===== config.mk =====
export PLATFORM = sky130hd
export DESIGN_NAME = cia_serial_peer
export DESIGN_NICKNAME = d
export VERILOG_FILES = /design/src/rtl/cia_serial_pkg.sv /design/src/rtl/cia_sp_rx_shifter.sv /design/src/rtl/cia_serial_peer.sv
export SDC_FILE = /design/constraint.sdc
export NUM_CORES = 1
export LEC_CHECK = 0
export CAP_MARGIN = 20
export CORE_UTILIZATION = 55
export CTS_BUF_LIST = sky130_fd_sc_hd__clkbuf_16
export DETAILED_ROUTE_END_ITERATION = 10
export PLACE_DENSITY = 0.78
export SLEW_MARGIN = 20
export SYNTH_ARGS = -nofsm -noshare
export SYNTH_HDL_FRONTEND = slang
export SYNTH_SLANG_ARGS = --single-unit
export TNS_END_PERCENT = 1

===== constraint.sdc =====
create_clock -name clk -period 2.55 [get_ports clk]
set_input_delay 0.6375 -clock clk [delete_from_list [all_inputs] [get_ports clk]]
set_output_delay 0.6375 -clock clk [all_outputs]
set_load 0.02 [all_outputs]

===== src/rtl/cia_serial_pkg.sv =====
// Shared types and constants for the CIA serial-port peer.
// Counter widths are derived from the cycle counts they must reach.
package cia_serial_pkg;

    localparam int unsigned BITS_PER_BYTE = 8;

    typedef enum logic [1:0] {
        TX_IDLE,
        TX_LOW,
        TX_HIGH,
        TX_GAP
    } tx_state_t;

    // Width of a counter that runs 0 .. n-1.
    function automatic int unsigned cnt_width(input int unsigned n);
        return (n < 2) ? 1 : $clog2(n);
    endfunction

endpackage


===== src/rtl/cia_sp_rx_shifter.sv =====
// Receive side of the serial peer: samples SP on each falling CNT from the CIA,
// assembles bytes MSB first and runs the rx_valid/rx_ready handshake.
module cia_sp_rx_shifter
    import cia_serial_pkg::*;
#(
    parameter int unsigned TIMEOUT = 1024
) (
    input  logic       clk,
    input  logic       res_n,
    input  logic       enable,
    input  logic       sp_in,
    input  logic       cnt_in,
    input  logic       rx_ready,
    output logic [7:0] rx_data,
    output logic       rx_valid,
    output logic       rx_overrun,
    output logic       rx_active
);

    localparam int unsigned IW = cnt_width(TIMEOUT);
    localparam logic [IW-1:0] IDLE_LAST = IW'(TIMEOUT - 1);

    logic          cnt_s;
    logic          cnt_d;
    logic          sp_s;
    logic [7:0]    shreg;
    logic [2:0]    bit_cnt;
    logic [IW-1:0] idle_cnt;
    logic          fall;
    logic          done;
    logic          timeout;

    // SP is registered alongside CNT so the sampled bit is the one present at the pin edge.
    assign fall      = enable & cnt_d & ~cnt_s;
    assign done      = fall & (bit_cnt == 3'(BITS_PER_BYTE - 1));
    assign timeout   = enable & ~fall & (bit_cnt != 3'd0) & (idle_cnt == IDLE_LAST);
    assign rx_active = (bit_cnt != 3'd0);

    always_ff @(posedge clk or negedge res_n) begin
        if (!res_n) begin
            cnt_s      <= 1'b1;
            cnt_d      <= 1'b1;
            sp_s       <= 1'b1;
            shreg      <= '0;
            bit_cnt    <= '0;
            idle_cnt   <= '0;
            rx_data    <= '0;
            rx_valid   <= 1'b0;
            rx_overrun <= 1'b0;
        end else begin
            cnt_s      <= cnt_in;
            cnt_d      <= cnt_s;
            sp_s       <= sp_in;
            rx_overrun <= done & rx_valid & ~rx_ready;

            if (done) begin
                rx_data  <= {shreg[6:0], sp_s};
                rx_valid <= 1'b1;
            end else if (rx_ready) begin
                rx_valid <= 1'b0;
            end

            if (!enable || timeout) begin
                shreg    <= '0;
                bit_cnt  <= '0;
                idle_cnt <= '0;
            end else if (fall) begin
                shreg    <= {shreg[6:0], sp_s};
                bit_cnt  <= bit_cnt + 3'd1;
                idle_cnt <= '0;
            end else if (bit_cnt != 3'd0) begin
                idle_cnt <= idle_cnt + 1'b1;
            end else begin
                idle_cnt <= '0;
            end
        end
    end

endmodule


===== src/rtl/cia_serial_peer.sv =====
// External partner for the CIA serial port: transmits bytes as CNT/SP into a CIA
// in input mode, or receives bytes clocked out by a CIA in output mode.
module cia_serial_peer
    import cia_serial_pkg::*;
#(
    parameter int unsigned HALF    = 8,
    parameter int unsigned GAP     = 16,
    parameter int unsigned TIMEOUT = 1024
) (
    input  logic       clk,
    input  logic       res_n,
    input  logic       tx_mode,
    input  logic [7:0] tx_data,
    input  logic       tx_valid,
    output logic       tx_ready,
    output logic [7:0] rx_data,
    output logic       rx_valid,
    input  logic       rx_ready,
    output logic       rx_overrun,
    output logic       busy,
    input  logic       sp_in,
    input  logic       cnt_in,
    output logic       sp_out,
    output logic       cnt_out
);

    localparam int unsigned TW = cnt_width((HALF > GAP) ? HALF : GAP);
    localparam logic [TW-1:0] HALF_LAST = TW'(HALF - 1);
    localparam logic [TW-1:0] GAP_LAST  = TW'(GAP - 1);

    tx_state_t     state;
    tx_state_t     state_nx;
    logic [TW-1:0] tmr;
    logic [TW-1:0] tmr_nx;
    logic [2:0]    bit_cnt;
    logic [2:0]    bit_cnt_nx;
    logic [7:0]    sh;
    logic [7:0]    sh_nx;
    logic          tx_ready_q;
    logic          accept;
    logic          rx_active;

    assign accept = tx_mode & tx_valid & tx_ready_q;

    always_comb begin
        state_nx   = state;
        tmr_nx     = tmr;
        bit_cnt_nx = bit_cnt;
        sh_nx      = sh;
        if (!tx_mode) begin
            state_nx   = TX_IDLE;
            tmr_nx     = '0;
            bit_cnt_nx = '0;
        end else begin
            case (state)
                TX_IDLE: begin
                    if (accept) begin
                        state_nx   = TX_LOW;
                        sh_nx      = tx_data;
                        bit_cnt_nx = '0;
                        tmr_nx     = '0;
                    end
                end
                TX_LOW: begin
                    if (tmr == HALF_LAST) begin
                        state_nx = TX_HIGH;
                        tmr_nx   = '0;
                    end else begin
                        tmr_nx = tmr + 1'b1;
                    end
                end
                TX_HIGH: begin
                    if (tmr == HALF_LAST) begin
                        tmr_nx = '0;
                        // The last bit is not shifted out so SP keeps it through GAP and IDLE.
                        if (bit_cnt == 3'(BITS_PER_BYTE - 1)) begin
                            state_nx = TX_GAP;
                        end else begin
                            state_nx   = TX_LOW;
                            bit_cnt_nx = bit_cnt + 3'd1;
                            sh_nx      = {sh[6:0], 1'b0};
                        end
                    end else begin
                        tmr_nx = tmr + 1'b1;
                    end
                end
                TX_GAP: begin
                    if (tmr == GAP_LAST) begin
                        state_nx = TX_IDLE;
                        tmr_nx   = '0;
                    end else begin
                        tmr_nx = tmr + 1'b1;
                    end
                end
                default: state_nx = TX_IDLE;
            endcase
        end
    end

    always_ff @(posedge clk or negedge res_n) begin
        if (!res_n) begin
            state      <= TX_IDLE;
            tmr        <= '0;
            bit_cnt    <= '0;
            sh         <= '1;
            tx_ready_q <= 1'b0;
        end else begin
            state      <= state_nx;
            tmr        <= tmr_nx;
            bit_cnt    <= bit_cnt_nx;
            sh         <= sh_nx;
            tx_ready_q <= tx_mode & (state == TX_IDLE) & ~accept;
        end
    end

    cia_sp_rx_shifter #(
        .TIMEOUT (TIMEOUT)
    ) u_rx (
        .clk        (clk),
        .res_n      (res_n),
        .enable     (~tx_mode),
        .sp_in      (sp_in),
        .cnt_in     (cnt_in),
        .rx_ready   (rx_ready),
        .rx_data    (rx_data),
        .rx_valid   (rx_valid),
        .rx_overrun (rx_overrun),
        .rx_active  (rx_active)
    );

    // Outside tx_mode the pins idle high so the CIA can drive the line pair.
    assign tx_ready = tx_ready_q & tx_mode;
    assign cnt_out  = ~(tx_mode & (state == TX_LOW));
    assign sp_out   = ~tx_mode | sh[7];
    assign busy     = (state != TX_IDLE) | rx_active;

endmodule


==> flow_summary.toml <==
[run_status]
status = "completed"

[place]
placement.cell_area_mm2 = 0.00278
place_ws_ns = -0.149
hpwl_mm = 3.44
globalplace.congestion = 0.749
placement.io_buffers = 28

[die]
dieArea_mm2 = 0.00465
core_mm2 = 0.00412
num_rows = 23
pin_count = 29
fp.dieW_um = 68.2
die_h_um = 68.2
start_util_pct = 58.6

[setup_path]
rrSetupSlack_ns = 0.38
rr_endpoint = "sh[2]"
r2r_cells = 5
critPathCaptureType = "primary output"
cp.arrival_ns = 1.83
criticalPathCategory = "reg -> out"
reg2reg_from = "state[0]"
critPathRequiredTime_ns = 1.91
cp_max_fo = 6
cp-start-kind = "flip-flop"

[yosys]
yosysSeqAreaShare_pct = 53.5
synth-adder-area-share_pct = 5.71
yosys_warnings = 0
yosys_most_used_dff = "dfrtp_1"
ys_types = 40
ys_seq_elements = 51
synth_fp_nets = 227
muxShareOfSynthArea_pct = 12.2
synth_cells = 201
synth_compound_area_share_pct = 9.14
syn-mean-instance-area_um2 = 12.0
synth_top_family_by_area = "simple AND/OR/NAND/NOR gates"
synth_edf_count = 0
netlist_area_mm2 = 0.00241
yosys.area_share.simple_pct = 14.7
ys_async_sr_fraction_pct = 100
synth-xor-area-share_pct = 2.91

[power]
ir_drop_v = 0.000487
power_mw = 2.36
power_density_mw_per_mm2 = 800
leakage_nw = 1.33

[global_route]
grt-ovfl-total = 0
grt_max_degree = 22
grt_pass1_vias = 1666
antenna_found_initial = 0
gr-usage-all-layers_pct = 23.6
grt_pass1_wl_mm = 7.74

[detailed_routing]
wl_mm = 4.79
drc = 0
via_count = 1675
drt-initial-drc-count = 76
ant_nets = 0
wl_per_cell_um = 16.6
avgViaCountPerCell = 5.80
dr.pass1.iters = 4

[sta]
slew_headroom_pct = 61.1
setup_viol = 0
fin_skew_ns = 0.00520
setup_tns_ns = 0
rsz0062_at_grt = "no"
hold_viol_final = 0
fin_ws_ns = 0.0846
worst_slew_pin_slew_ns = 0.584
layout_min_cycle_time_ns = 2.47
slew_violations = 0
finalCritPeriodShare_pct = 96.7
fmax_mhz = 406

[clock_network]
cts.sinks = 51
cts-root-buf = "clkbuf_16"
clock_latency_ns = 0.29
post_cts_buffers = 0
clkTransAtPathRegs_ns = 0.07
cts_buffers = 5
htree_levels = 2
clock_path_buffers = 2
tritoncts = "yes"

[layout]
drive_gt1_share_pct = 22.6
diodes = 0
area_growth_pct = 22.5
final_nets = 264
design_area_mm2 = 0.00295

[worst_hold_path]
min_path_type = "in -> async"

[job]
max_cap_viol_count = 0
critical path, cell delays in order (launching register included):
cell	delay [ns]
dfrtp_1	0.43
inv_1	0.11
ha_1	0.29
nand2_1	0.10
clkdlybuf4s50_1	0.60
cells by family (layout without fill, tap and decap cells):
logic type / Yosys count / in the layout
DFF: 51 / 51
and+or+nand+nor: 65 / 65
muxes: 26 / 26
adders and majority gates: 11 / 11
xor gates and xnor gates: 8 / 8
AOI/OAI and AO/OA: 29 / 29
buffers and inverters: 11 / 49
per-stage QoR:
step                hold WS (ns)  std cells  util (%)
floorplan                  0.342        201         -
global placement           0.364        281      67.6
detailed placement         0.373        281      67.6
CTS                        0.254        289      71.7
global route               0.271        289      71.8
finish                     0.247        289      71.8
cell usage in the layout (no fill, tap or decap), types with 3 or more instances in the layout:
| cell type | count |
|---|---|
| a21oi_1 | 4 |
| a22o_1 | 11 |
| and2_1 | 3 |
| and4_1 | 3 |
| buf_4 | 8 |
| clkbuf_16 | 5 |
| clkdlybuf4s50_1 | 26 |
| dfrtp_1 | 40 |
| dfstp_2 | 11 |
| ha_1 | 11 |
| inv_1 | 5 |
| mux2_2 | 24 |
| nand2_1 | 18 |
| nand2b_1 | 7 |
| nand3_1 | 5 |
| nor2_1 | 13 |
| nor2b_1 | 4 |
| o22ai_1 | 3 |
| xor2_1 | 6 |
cell type report:
type / instances / area (um2)
repair buffers: 36 / 334
fillers: 294 / 1160
flip-flops and latches: 51 / 1290
clock inverters: 3 / 42.5
well taps: 50 / 62.6
clock buffers: 5 / 125
inverters: 5 / 18.8
multi-input cells: 139 / 1080
worst max-delay path by stage:
stage,startpoint,endpoint,cells past startpoint
5_1_grt,state[0],busy,4
4_1_cts,u_rx.bit_cnt[0],busy,5
6_report,state[0],busy,4
2_1_floorplan,tx_mode,tx_ready,3
3_3_place_gp,tx_mode,sp_out,4
3_5_place_dp,tx_mode,sp_out,4
synthesized netlist by cell type (all sizes together) (2+ instances only):
| cell type | instances | share of area [%] |
|---|---|---|
| mux2 | 24 | 11 |
| inv | 5 | 0.78 |
| nor2 | 13 | 2.0 |
| mux2i | 2 | 0.99 |
| buf | 3 | 0.52 |
| a21oi | 4 | 0.83 |
| o22ai | 3 | 0.78 |
| a32o | 2 | 0.83 |
| dfrtp | 40 | 42 |
| and4 | 3 | 1.1 |
| xor2 | 6 | 2.2 |
| clkbuf | 3 | 0.47 |
| dfstp | 11 | 12 |
| nand2b | 7 | 1.8 |
| nor3b | 2 | 1.1 |
| and3 | 2 | 0.52 |
| a211oi | 2 | 0.62 |
| nor2b | 5 | 1.3 |
| ha | 11 | 5.7 |
| nand3 | 5 | 1.0 |
| nand4 | 2 | 0.52 |
| and2 | 3 | 0.78 |
| nand2 | 18 | 2.8 |
| a22o | 11 | 4.0 |
| xnor2 | 2 | 0.73 |
flip-flops by register name, indices dropped and copies added (netlist names):
name	count
state	2
u_rx.rx_valid	1
u_rx.idle_cnt	10
u_rx.cnt_d	1
sh	8
u_rx.shreg	7
tx_ready_q	1
u_rx.rx_data	8
bit_cnt	3
u_rx.rx_overrun	1
u_rx.bit_cnt	3
u_rx.cnt_s	1
tmr	4
u_rx.sp_s	1
per-layer routing:
layer	track usage, %	vias to the layer above	part of all wire [%]
met1	27.1	844	42
met5	0	-	0
met2	41.8	31	52
met3	5.00	11	2.9
li1	-	789	-
met4	10.7	0	2.4
power breakdown:
part | total, mW | internal (mW) | leakage [nW] | switching, mW
registers | 1.02 | 0.954 | 0.670 | 0.0632
clock network | 0.750 | 0.463 | 0.0818 | 0.287
logic | 0.596 | 0.297 | 0.582 | 0.299
what timing repair did:
action                     in CTS  in global routing
cloned                          0                  0
hold buffers                    0                  0
resized for setup               1                  1
setup endpoints to repair       3                  1
(Power assumes the default switching activity.)
